$ cat src/rtl/button_event_classifier.sv
// Classifies a debounced button level into one-cycle press/release/click/double_click/long_press pulses.
// Optional macro AUTO_REPEAT_EN adds periodic repeat pulses while a long press stays held.
module button_event_classifier #(
    parameter int unsigned LONG_COUNT   = 50_000_000,
    parameter int unsigned DOUBLE_GAP   = 25_000_000,
    parameter int unsigned REPEAT_COUNT = 10_000_000,
    parameter int unsigned CNT_W        = 26
) (
    input  logic             clk_i,
    input  logic             rst_ni,
    input  logic             btn_i,
    output logic             press_o,
    output logic             release_o,
    output logic             click_o,
    output logic             double_click_o,
    output logic             long_press_o,
    output logic             repeat_pulse_o,
    output logic [2:0]       state_o,
    output logic [CNT_W-1:0] count_o
);

    typedef enum logic [2:0] {
        IDLE   = 3'd0,
        PRESS1 = 3'd1,
        LONG   = 3'd2,
        GAP    = 3'd3,
        PRESS2 = 3'd4
    } state_e;

    localparam logic [CNT_W-1:0] LONG_LAST = CNT_W'(LONG_COUNT - 1);
    localparam logic [CNT_W-1:0] GAP_LAST  = CNT_W'(DOUBLE_GAP - 1);

    // Plain vector so illegal encodings can exist and be recovered from.
    logic [2:0]       state_q;
    state_e           state_d;
    logic [CNT_W-1:0] count_q, count_d;
    logic             btn_q;
    logic             rise, fall;
    logic             press_q, release_q, click_q, click_d;
    logic             dbl_q, dbl_d, long_q, long_d;

    assign rise = btn_i & ~btn_q;
    assign fall = ~btn_i & btn_q;

`ifdef AUTO_REPEAT_EN
    localparam logic [CNT_W-1:0] REPEAT_LAST = CNT_W'(REPEAT_COUNT - 1);
    logic repeat_q, repeat_d;
`endif

    always_comb begin
        state_d = state_e'(state_q);
        click_d = 1'b0;
        dbl_d   = 1'b0;
        long_d  = 1'b0;
`ifdef AUTO_REPEAT_EN
        repeat_d = 1'b0;
`endif
        case (state_q)
            IDLE: if (rise) state_d = PRESS1;
            PRESS1: begin
                if (fall) begin
                    state_d = GAP;
                end else if (count_q == LONG_LAST) begin
                    state_d = LONG;
                    long_d  = 1'b1;
                end
            end
            LONG: begin
                if (fall) begin
                    state_d = IDLE;
                end
`ifdef AUTO_REPEAT_EN
                else if (count_q == REPEAT_LAST) begin
                    repeat_d = 1'b1;
                end
`endif
            end
            // A rise on the timeout edge is a double click, never a click.
            GAP: begin
                if (rise) begin
                    state_d = PRESS2;
                    dbl_d   = 1'b1;
                end else if (count_q == GAP_LAST) begin
                    state_d = IDLE;
                    click_d = 1'b1;
                end
            end
            PRESS2: if (fall) state_d = IDLE;
            default: state_d = IDLE;
        endcase

        count_d = count_q;
        if (state_d != state_q) begin
            count_d = '0;
        end else if (state_q == LONG) begin
`ifdef AUTO_REPEAT_EN
            count_d = repeat_d ? '0 : count_q + 1'b1;
`endif
        end else if (count_q != '1) begin
            count_d = count_q + 1'b1;
        end
    end

    always_ff @(posedge clk_i or negedge rst_ni) begin
        if (!rst_ni) begin
            state_q   <= IDLE;
            count_q   <= '0;
            btn_q     <= 1'b0;
            press_q   <= 1'b0;
            release_q <= 1'b0;
            click_q   <= 1'b0;
            dbl_q     <= 1'b0;
            long_q    <= 1'b0;
        end else begin
            state_q   <= state_d;
            count_q   <= count_d;
            btn_q     <= btn_i;
            press_q   <= rise;
            release_q <= fall;
            click_q   <= click_d;
            dbl_q     <= dbl_d;
            long_q    <= long_d;
        end
    end

`ifdef AUTO_REPEAT_EN
    always_ff @(posedge clk_i or negedge rst_ni) begin
        if (!rst_ni) begin
            repeat_q <= 1'b0;
        end else begin
            repeat_q <= repeat_d;
        end
    end
    assign repeat_pulse_o = repeat_q;
`else
    assign repeat_pulse_o = 1'b0;
`endif

    assign press_o        = press_q;
    assign release_o      = release_q;
    assign click_o        = click_q;
    assign double_click_o = dbl_q;
    assign long_press_o   = long_q;
    assign state_o        = state_q;
    assign count_o        = count_q;

endmodule
$ cat config.mk
export PLATFORM = sky130hd
export DESIGN_NAME = button_event_classifier
export DESIGN_NICKNAME = d
export VERILOG_FILES = /design/src/rtl/button_event_classifier.sv
export SDC_FILE = /design/constraint.sdc
export NUM_CORES = 1
export LEC_CHECK = 0
export CORE_AREA = 3 3 80 82
export CTS_BUF_LIST = sky130_fd_sc_hd__clkbuf_4 sky130_fd_sc_hd__clkbuf_8 sky130_fd_sc_hd__clkbuf_16
export DETAILED_ROUTE_END_ITERATION = 6
export DIE_AREA = 0 0 83 85
export PLACE_DENSITY = 0.69
export SLEW_MARGIN = 10
export SYNTH_ARGS = -nofsm -noshare
export SYNTH_HDL_FRONTEND = slang
export SYNTH_SLANG_ARGS = --single-unit
$ cat constraint.sdc
create_clock -name clk_i -period 2 [get_ports clk_i]
set_input_delay 0.4 -clock clk_i [delete_from_list [all_inputs] [get_ports clk_i]]
set_output_delay 0.4 -clock clk_i [all_outputs]
set_load 0.005 [all_outputs]
======== Word-level counts from Yosys, hierarchy flattened ========
Index checks and enable logic that the tools add are counted.
W data, S select, Z words.
word-level totals
  bits in registers ....................... 35
  bits of input ports ..................... 3
  output and inout port bits .............. 35
  logic and storage cells ................. 44
operators by class
  add/sub/neg operators ................... 1
  equality and inequality tests ........... 9
  multiplexer cells ....................... 18
  bitwise logic cells ..................... 4
  reductions and logical operators ........ 4
operators with widths
  kind                     number
  $mux W26                 3
  $add A26 B1 Y26 const B  1
  $eq A26 B25 Y1 const B   1
  $eq A26 B26 Y1 const B   1
  $ne A26 B26 Y1 const B   1
  $mux W3                  6
  $pmux W3 S4              1
  $mux W1                  8
  $eq A3 B2 Y1 const B     2
  $eq A3 B1 Y1 const B     1
  $eq A3 B3 Y1 const B     1
  $logic_not A3 Y1         1
  $ne A3 B3 Y1             1
  $and A1 B1 Y1            2
  $ne A2 B2 Y1 const B     1
  $not A1 Y1               2
  $reduce_and A2 Y1        1
  $reduce_bool A2 Y1       1
  $reduce_or A2 Y1         1

======== Logic depth before layout (Yosys ltp) ========
Gate-level depths: netlist of the first run.
  word-level depth ........................ 7
  depth in mapped cells ................... 7
  depth with buffers taken out ............ 6

======== Worst setup path before layout of the first run ========
OpenSTA, ideal clock, no wires.
  path kind ............................... reg-to-reg
  from .................................... reg count_q[7] (netlist: count_o[7])
  to ...................................... reg count_q[0] (netlist: count_o[0])
  library setup time ...................... 0.121 ns
  arrival time ............................ 2.061 ns
  data required time ...................... 1.879 ns
  slack ................................... -0.183 ns
  stages on the path, launching flop included .. 7
  path buffers ............................ 1
  clock period less this slack ............ 2.183 ns
  cells stage by stage .................... dfrtp_1 -> or4_1 -> nor4_1 -> a31oi_1 -> a211oi_4 -> buf_2 -> nor2_1
between the ends
  word-level cells in the longest chain between the ends .. 7
  elaborated cells on any way between the ends .. 13
  classes of those cells .................. eq/ne (5); mux (6); reduce/logical (2)
RTL lines
  item                                                                        line    text
  start, declared                                                             36      logic [CNT_W-1:0] count_q, count_d;
  start signal, assigned                                                      116     count_q <= count_d;
  $eq A26 B25 Y1 / $eq A26 B26 Y1 (equally long branches)                     83, 63
  $mux W3, on equally long branches                                           83, 63
  $mux W3, on equally long branches                                           80, 61
  $pmux W3 S4                                                                 58      case (state_q)
  $ne A3 B3 Y1                                                                93      if (state_d != state_q) begin
  $ne A2 B2 Y1 (no source line) / $reduce_bool A2 Y1 (equally long branches)  --
  $reduce_and A2 Y1 (no source line)                                          --
Parallel ways exist; a longest one is shown, timed or not.
A chain may end at the register's enable or synchronous reset.

======== Final worst setup path of the first run ========
  from .................................... reg count_q[10] (netlist: count_o[10])
  to ...................................... reg count_q[19] (netlist: count_o[19])
Same word-level chain as after synthesis.

==> metrics.md, run 1 <==
| Metric | Value |
|---|---|
| Status | finished, violations left |
| Failing checks | setup timing |
| Most common cell after layout, fill and taps aside | buf_4 |
| Worst reg-to-reg path cell count | 7 |
| Met3 GRT Util | 4.47% |
| Period utilization | 103% |
| Initial Utilization | between 30 and 40% |
| Core region area | 5820 um^2 |
| Fraction of layout cells with a size suffix above 1 | 36.6% |
| Yosys warning total | 0 |
| Cell Rows | 28 |
| Chip Width | 83 um |
| Setup CP Type | reg -> reg |
| Detailed Route WL | between 5000 and 6000 um |
| CTS tree | done |
| Critical Path Source | count_o[10] |
| Worst path depth | 7 |
| Cell accounting for the most synthesized area | dfrtp_1 |
| Met1 Usage GRT | 21.4% |
| DIE AREA | 7060 um^2 |
| Setup TNS | -1050 ps |
| Worst-path fanout max | 7 |
| Slew HR | a little over half |
| DRT antenna net count | 0 |
| Crit path cell chain | or4_4, nor4_4, nand3_2, a211oi_4, buf_6, buf_8, a21oi_2 |
| Vias in the first global route | 1984 |
| Worst hold path type | in -> async |
| Mapped Area | between 1500 and 2000 um^2 |
| I/O Buffers | 36 |
| Post-synth ARST share | between 90% and 100% |
| Net Count, Synth | 210 |
| WHS | 536 ps |
| N_diodes | 0 |
| Most frequent cells in the layout | 53 x buf_4, 36 x clkdlybuf4s50_1, 32 x dfrtp_1 |
| Wire per inst | around 15 um |
| Top Family by Delay on Critical Path | simple AND/OR/NAND/NOR gates |
| Post-synth EDFFs | 0 |
| Pre-CTS setup slack | -125 ps |
| First-pass GRT wire length | 9600 um |
| Pwr Density | 755 nW/um^2 |
| Final setup margin | -58.6 ps |
| VDD IR max | 443 uV |
| Gr busiest metal | met2 |
| Mean number of vias per cell | 5.24 |
| Tmin final | 2060 ps |
| CTS Root Cell | clkbuf_8 |
| Avg Inst Size Synth | between 9 and 10 um^2 |
| Storage cell area | 880 um^2 |
| DRC | 0 |
| Yosys top cell area share | 44.3% |
| FMAX | 0.486 GHz |
| Unrepaired setup endpoints after global routing | true |
| Post-Syn Instances | roughly 200 |
| Worst Path Required | 2170 ps |
| Worst-margin pin slew | between 600 and 700 ps |
| First-pass iteration count of the detailed router | 4 |
| Crit path DAT | 2230 ps |
| Nets@finish | 306 |
| Max-cap viol count | 0 |
| Launching point of the worst reg2reg path | count_o[10] |
| All-Layer GR Usage | 16.6% |
| Initial antenna violation count | 0 |
| Largest net degree at the start of global routing | 36 |
| Syn-to-layout area delta | 59.1% |
| Clock Latency Late Sink | 290 ps |
| Post-synthesis sequential area ratio | 44.3% |
| Io pins | 38 |
| DR iter-0 viols | 109 |
| CP max stage delay | 580 ps |
| GPL Wtd Cong | around 0.85 |
| Met2 Use GR | 27.9% |
| Max Clock Skew | roughly 4.7 ps |
| CTS Sinks | 35 |
| Buf/Inv on CP | 2 |
| H-tree depth | 2 |
| DP Wirelength | 4100 um |
| CP Launch Type | register |
| Final Util | 54.1% |
| Via count | 1979 |
| Final setup viols | 26 |
| Pwr Total | 2370 uW |
| Post-synthesis register bit count | 35 |
| Crit. End Element | register |
| Worst-path clk slew | 70 ps |
| Pins Over Slew Limit | 0 |
| FF-to-FF End | count_o[19] |
| Overflow left after global routing | 0 |
| Static Leak | 0.00121 uW |
| Clock Path Buffers | 2 |
| Die Y-Extent | ~85 um |
| Largest cells by area after synthesis | dfrtp_1 44%, xnor2_1 5.3%, nor2_1 4.0% |
| Synth unique cells | approximately 50 |
| Multi-input gate area | 1190 um^2 |
| Critical Path End | count_o[19] |
| Ys flop type | dfrtp_1 |
| Slowest stage cell, crit path | or4_4 |
| Final Hold Violating Endpoints | 0 |
| Num CTS Buffers | 5 |
| FILL cells | 512 |
| Setup slack, reg-to-reg | -60 ps |
## synthesized netlist by cell type (all sizes together) (3+ instances only)
cell and instances:
dfrtp 35, nor2 21, nand2 14, a21oi 13
xnor2 12, nand3 10, o21ai 9, or4 8
buf 6, nor4 6, o31ai 6, nand2b 5
or3 5, inv 4, nand4 4, nor3 4
a2111oi 3, a311oi 3, clkbuf 3, or2 3
xor2 3
## power by group
part           internal (uW)  switching [uW]
Combinational            496             504
Clock                    328             260
Sequential               759            27.4
## layer usage
layer / vias up / routed length [um]
li1: 959 / -
met4: 0 / 132
met2: 48 / 2770
met1: 957 / 2620
met3: 15 / 229
met5: - / 0
## worst register-to-register path, stage by stage (launching register included)
cell	delay [ps]
dfrtp_1	400
or4_4	590
nor4_4	160
nand3_2	170
a211oi_4	270
buf_6	160
buf_8	140
a21oi_2	40
## worst min path at each step
stage | start | to | slack, ps
2_1_floorplan | rst_ni | btn_q | 100
3_3_place_gp | state_o[2] | state_o[1] | 590
3_5_place_dp | state_o[2] | state_o[1] | 600
4_1_cts | rst_ni | count_o[17] | 560
5_1_grt | rst_ni | count_o[17] | 580
6_report | rst_ni | press_o | 540
## per-stage QoR
| step | area [um^2] | cells |
|---|---|---|
| final | 3150 | 378 |
| after global routing | 3150 | 378 |
| after CTS | 3030 | 374 |
| after detailed placement | 2830 | 363 |
| after global placement | 2830 | 363 |
| after floorplan | 2020 | 206 |
## state kept, by name, indices dropped and copies added (netlist names)
| name | cells |
|---|---|
| count_o | 26 |
| state_o | 3 |
| btn_q | 1 |
| click_o | 1 |
| double_click_o | 1 |
| long_press_o | 1 |
| press_o | 1 |
| release_o | 1 |
## kinds of logic (layout without fill, tap and decap cells)
| logic type | Yosys count | in the layout | share of synthesized area (%) |
|---|---|---|---|
| xor+xnor | 15 | 15 | 6.65 |
| compound gates | 42 | 42 | 16.1 |
| simple gates | 97 | 97 | 28.0 |
| buf+inv | 13 | 110 | 2.97 |
| flops | 35 | 35 | 44.3 |
| fa+ha+maj | 1 | 1 | 0.633 |
| other cells | 1 | 1 | 0.190 |
| mux | 2 | 2 | 1.08 |
## layout make-up
type	instances	area share, %
Clock buffer	8	3.30
Inverter	4	0.477
Multi-Input combinational cell	158	37.9
Sequential cell	35	28.0
Tap cell	75	2.98
Timing Repair Buffer	98	27.4
## what timing repair did
item / in CTS / in global routing
gates cloned: 1 / 2
pin swaps: 7 / 5
buffers inserted: 2 / 2
hold buffers: 0 / 0
hold endpoints to repair: 0 / 0
setup endpoints to repair: 26 / 28
resized for setup: 18 / 23
Note: power is estimated with default switching activity, not from simulation.
==> run 2, diff against run 1 <==
CAP_MARGIN = 20   (was unset)
DONT_BUFFER_PORTS = 1   (was unset)
PLACE_DENSITY = 0.6   (was 0.69)
SKIP_CTS_REPAIR_TIMING = 1   (was unset)
==> metrics.md, run 2 (synthesis results as in run 1) <==
| Metric | Value |
|---|---|
| Status | finished, violations left (unchanged) |
| Failing checks | setup timing (unchanged) |
| Via count | 1799 (was 1979) |
| Final setup margin | -9.01 ps (was -58.6 ps) |
| Num CTS Buffers | 5 (unchanged) |
| I/O Buffers | 0 (was 36) |
| DR iter-0 viols | 80 (was 109) |
| Unrepaired setup endpoints after global routing | true (unchanged) |
| Tmin final | 2010 ps (was 2060 ps) |
| Pins Over Slew Limit | 0 (unchanged) |
| Core region area | 5820 um^2 (unchanged) |
| Static Leak | 0.00106 uW (was 0.00121 uW) |
| Clock Latency Late Sink | 290 ps (about the same) |
| All-Layer GR Usage | 15.9% (was 16.6%) |
| First-pass GRT wire length | 9150 um (was 9600 um) |
| Chip Width | 83 um (unchanged) |
| DP Wirelength | 4070 um (was 4100 um) |
| Io pins | 38 (unchanged) |
| Clock Path Buffers | 2 (unchanged) |
| Worst reg-to-reg path cell count | 7 (unchanged) |
| Final Hold Violating Endpoints | 0 (unchanged) |
| Most common cell after layout, fill and taps aside | buf_4 (unchanged) |
| Syn-to-layout area delta | 38.2% (was 59.1%) |
| Die Y-Extent | 85 um (unchanged) |
| GPL Wtd Cong | 0.843 (was 0.849) |
| Max Clock Skew | 8.39 ps (was 4.70 ps) |
| CTS Root Cell | clkbuf_8 (unchanged) |
| Fraction of layout cells with a size suffix above 1 | 39.2% (was 36.6%) |
| Launching point of the worst reg2reg path | count_o[15] (was count_o[10]) |
| DIE AREA | 7060 um^2 (unchanged) |
| Period utilization | 100% (was 103%) |
| Pwr Density | 811 nW/um^2 (was 755 nW/um^2) |
| H-tree depth | 2 (unchanged) |
| Most frequent cells in the layout | 50 x buf_4, 32 x dfrtp_1, 16 x nor2_1 (was 53 x buf_4, 36 x clkdlybuf4s50_1, 32 x dfrtp_1) |
| Setup slack, reg-to-reg | -9 ps (was -60 ps) |
| Nets@finish | 266 (was 306) |
| FMAX | 0.498 GHz (was 0.486 GHz) |
| Largest net degree at the start of global routing | 36 (unchanged) |
| N_diodes | 0 (unchanged) |
| WHS | 134 ps (was 536 ps) |
| Pwr Total | 2210 uW (was 2370 uW) |
| Worst-margin pin slew | 524 ps (was 695 ps) |
| Crit. End Element | register (unchanged) |
| Worst Path Required | 2170 ps (about the same) |
| Mean number of vias per cell | 5.32 (was 5.24) |
| Final setup viols | 15 (was 26) |
| FF-to-FF End | count_o[17] (was count_o[19]) |
| Overflow left after global routing | 0 (unchanged) |
| Wire per inst | 16.5 um (was 15.2 um) |
| Critical Path Source | count_o[15] (was count_o[10]) |
| FILL cells | 584 (was 512) |
| Detailed Route WL | 5580 um (was 5750 um) |
| Initial antenna violation count | 0 (unchanged) |
| CTS tree | done (unchanged) |
| Setup CP Type | reg -> reg (unchanged) |
| CP Launch Type | register (unchanged) |
| DRC | 0 (unchanged) |
| Max FFs per register | 26 (unchanged) |
| Vias in the first global route | 1851 (was 1984) |
| Worst-path fanout max | 7 (unchanged) |
| Slew HR | 64.2% (was 53.5%) |
| First-pass iteration count of the detailed router | 4 (unchanged) |
| Critical Path End | count_o[17] (was count_o[19]) |
| Worst hold path type | in -> reg (was in -> async) |
| CTS Sinks | 35 (unchanged) |
| Initial Utilization | 34.0% (unchanged) |
| Max-cap viol count | 0 (unchanged) |
| Crit path DAT | 2180 ps (was 2230 ps) |
| Cell Rows | 28 (unchanged) |
| VDD IR max | 442 uV (was 443 uV) |
| DRT antenna net count | 0 (unchanged) |
| Worst-path clk slew | 70 ps (about the same) |
-- run 2: final cells by class --
type	instances	area [um^2]	area share (%)
inverters	4	15.0	0.550
repair buffers	58	473	17.3
well taps	75	93.8	3.44
flip-flops and latches	35	880	32.2
clock buffers	8	104	3.80
multi-input cells	158	1170	42.7
-- run 2: report_power, final --
| part | switching (uW) | total (uW) | internal [uW] |
|---|---|---|---|
| Sequential | 28.0 | 788 | 760 |
| Combinational | 469 | 844 | 375 |
| Clock | 255 | 583 | 328 |
-- run 2: stage by stage --
step           cells  setup WS [ps]  utilization, %  setup TNS [ps]  cell area (um^2)
6_report         338          -9.01            47.0           -46.5              2730
5_1_grt          338          -73.1            47.0           -1560              2730
4_1_cts          333           -111            44.0           -2360              2560
3_5_place_dp     325          -80.7            42.3           -1640              2460
3_3_place_gp     325          -33.5            42.3            -593              2460
2_1_floorplan    206           -138               -           -2770              2020
-- run 2: how the worst min path moves through the flow --
stage	end	startpoint	slack, ps	cells after the start
finish	btn_q	btn_i	130	0
global route	btn_q	btn_i	130	0
CTS	count_o[14]	rst_ni	-200	0
detailed placement	press_o	rst_ni	110	0
global placement	press_o	rst_ni	110	0
floorplan	btn_q	rst_ni	100	0
-- run 2: worst max-delay path: stages (launching register included) --
cell and delay (ps):
dfrtp_1 420, or4b_4 540, nor4_4 260, a31oi_2 140
a211oi_4 180, buf_6 160, buf_6 130, a21oi_1 40
-- run 2: layer usage --
metal,up-vias,routed length (um),track usage (%)
met5,-,0,0
li1,878,-,-
met3,10,300,4.08
met1,869,2480,20.4
met4,0,82,5.35
met2,42,2710,26.3
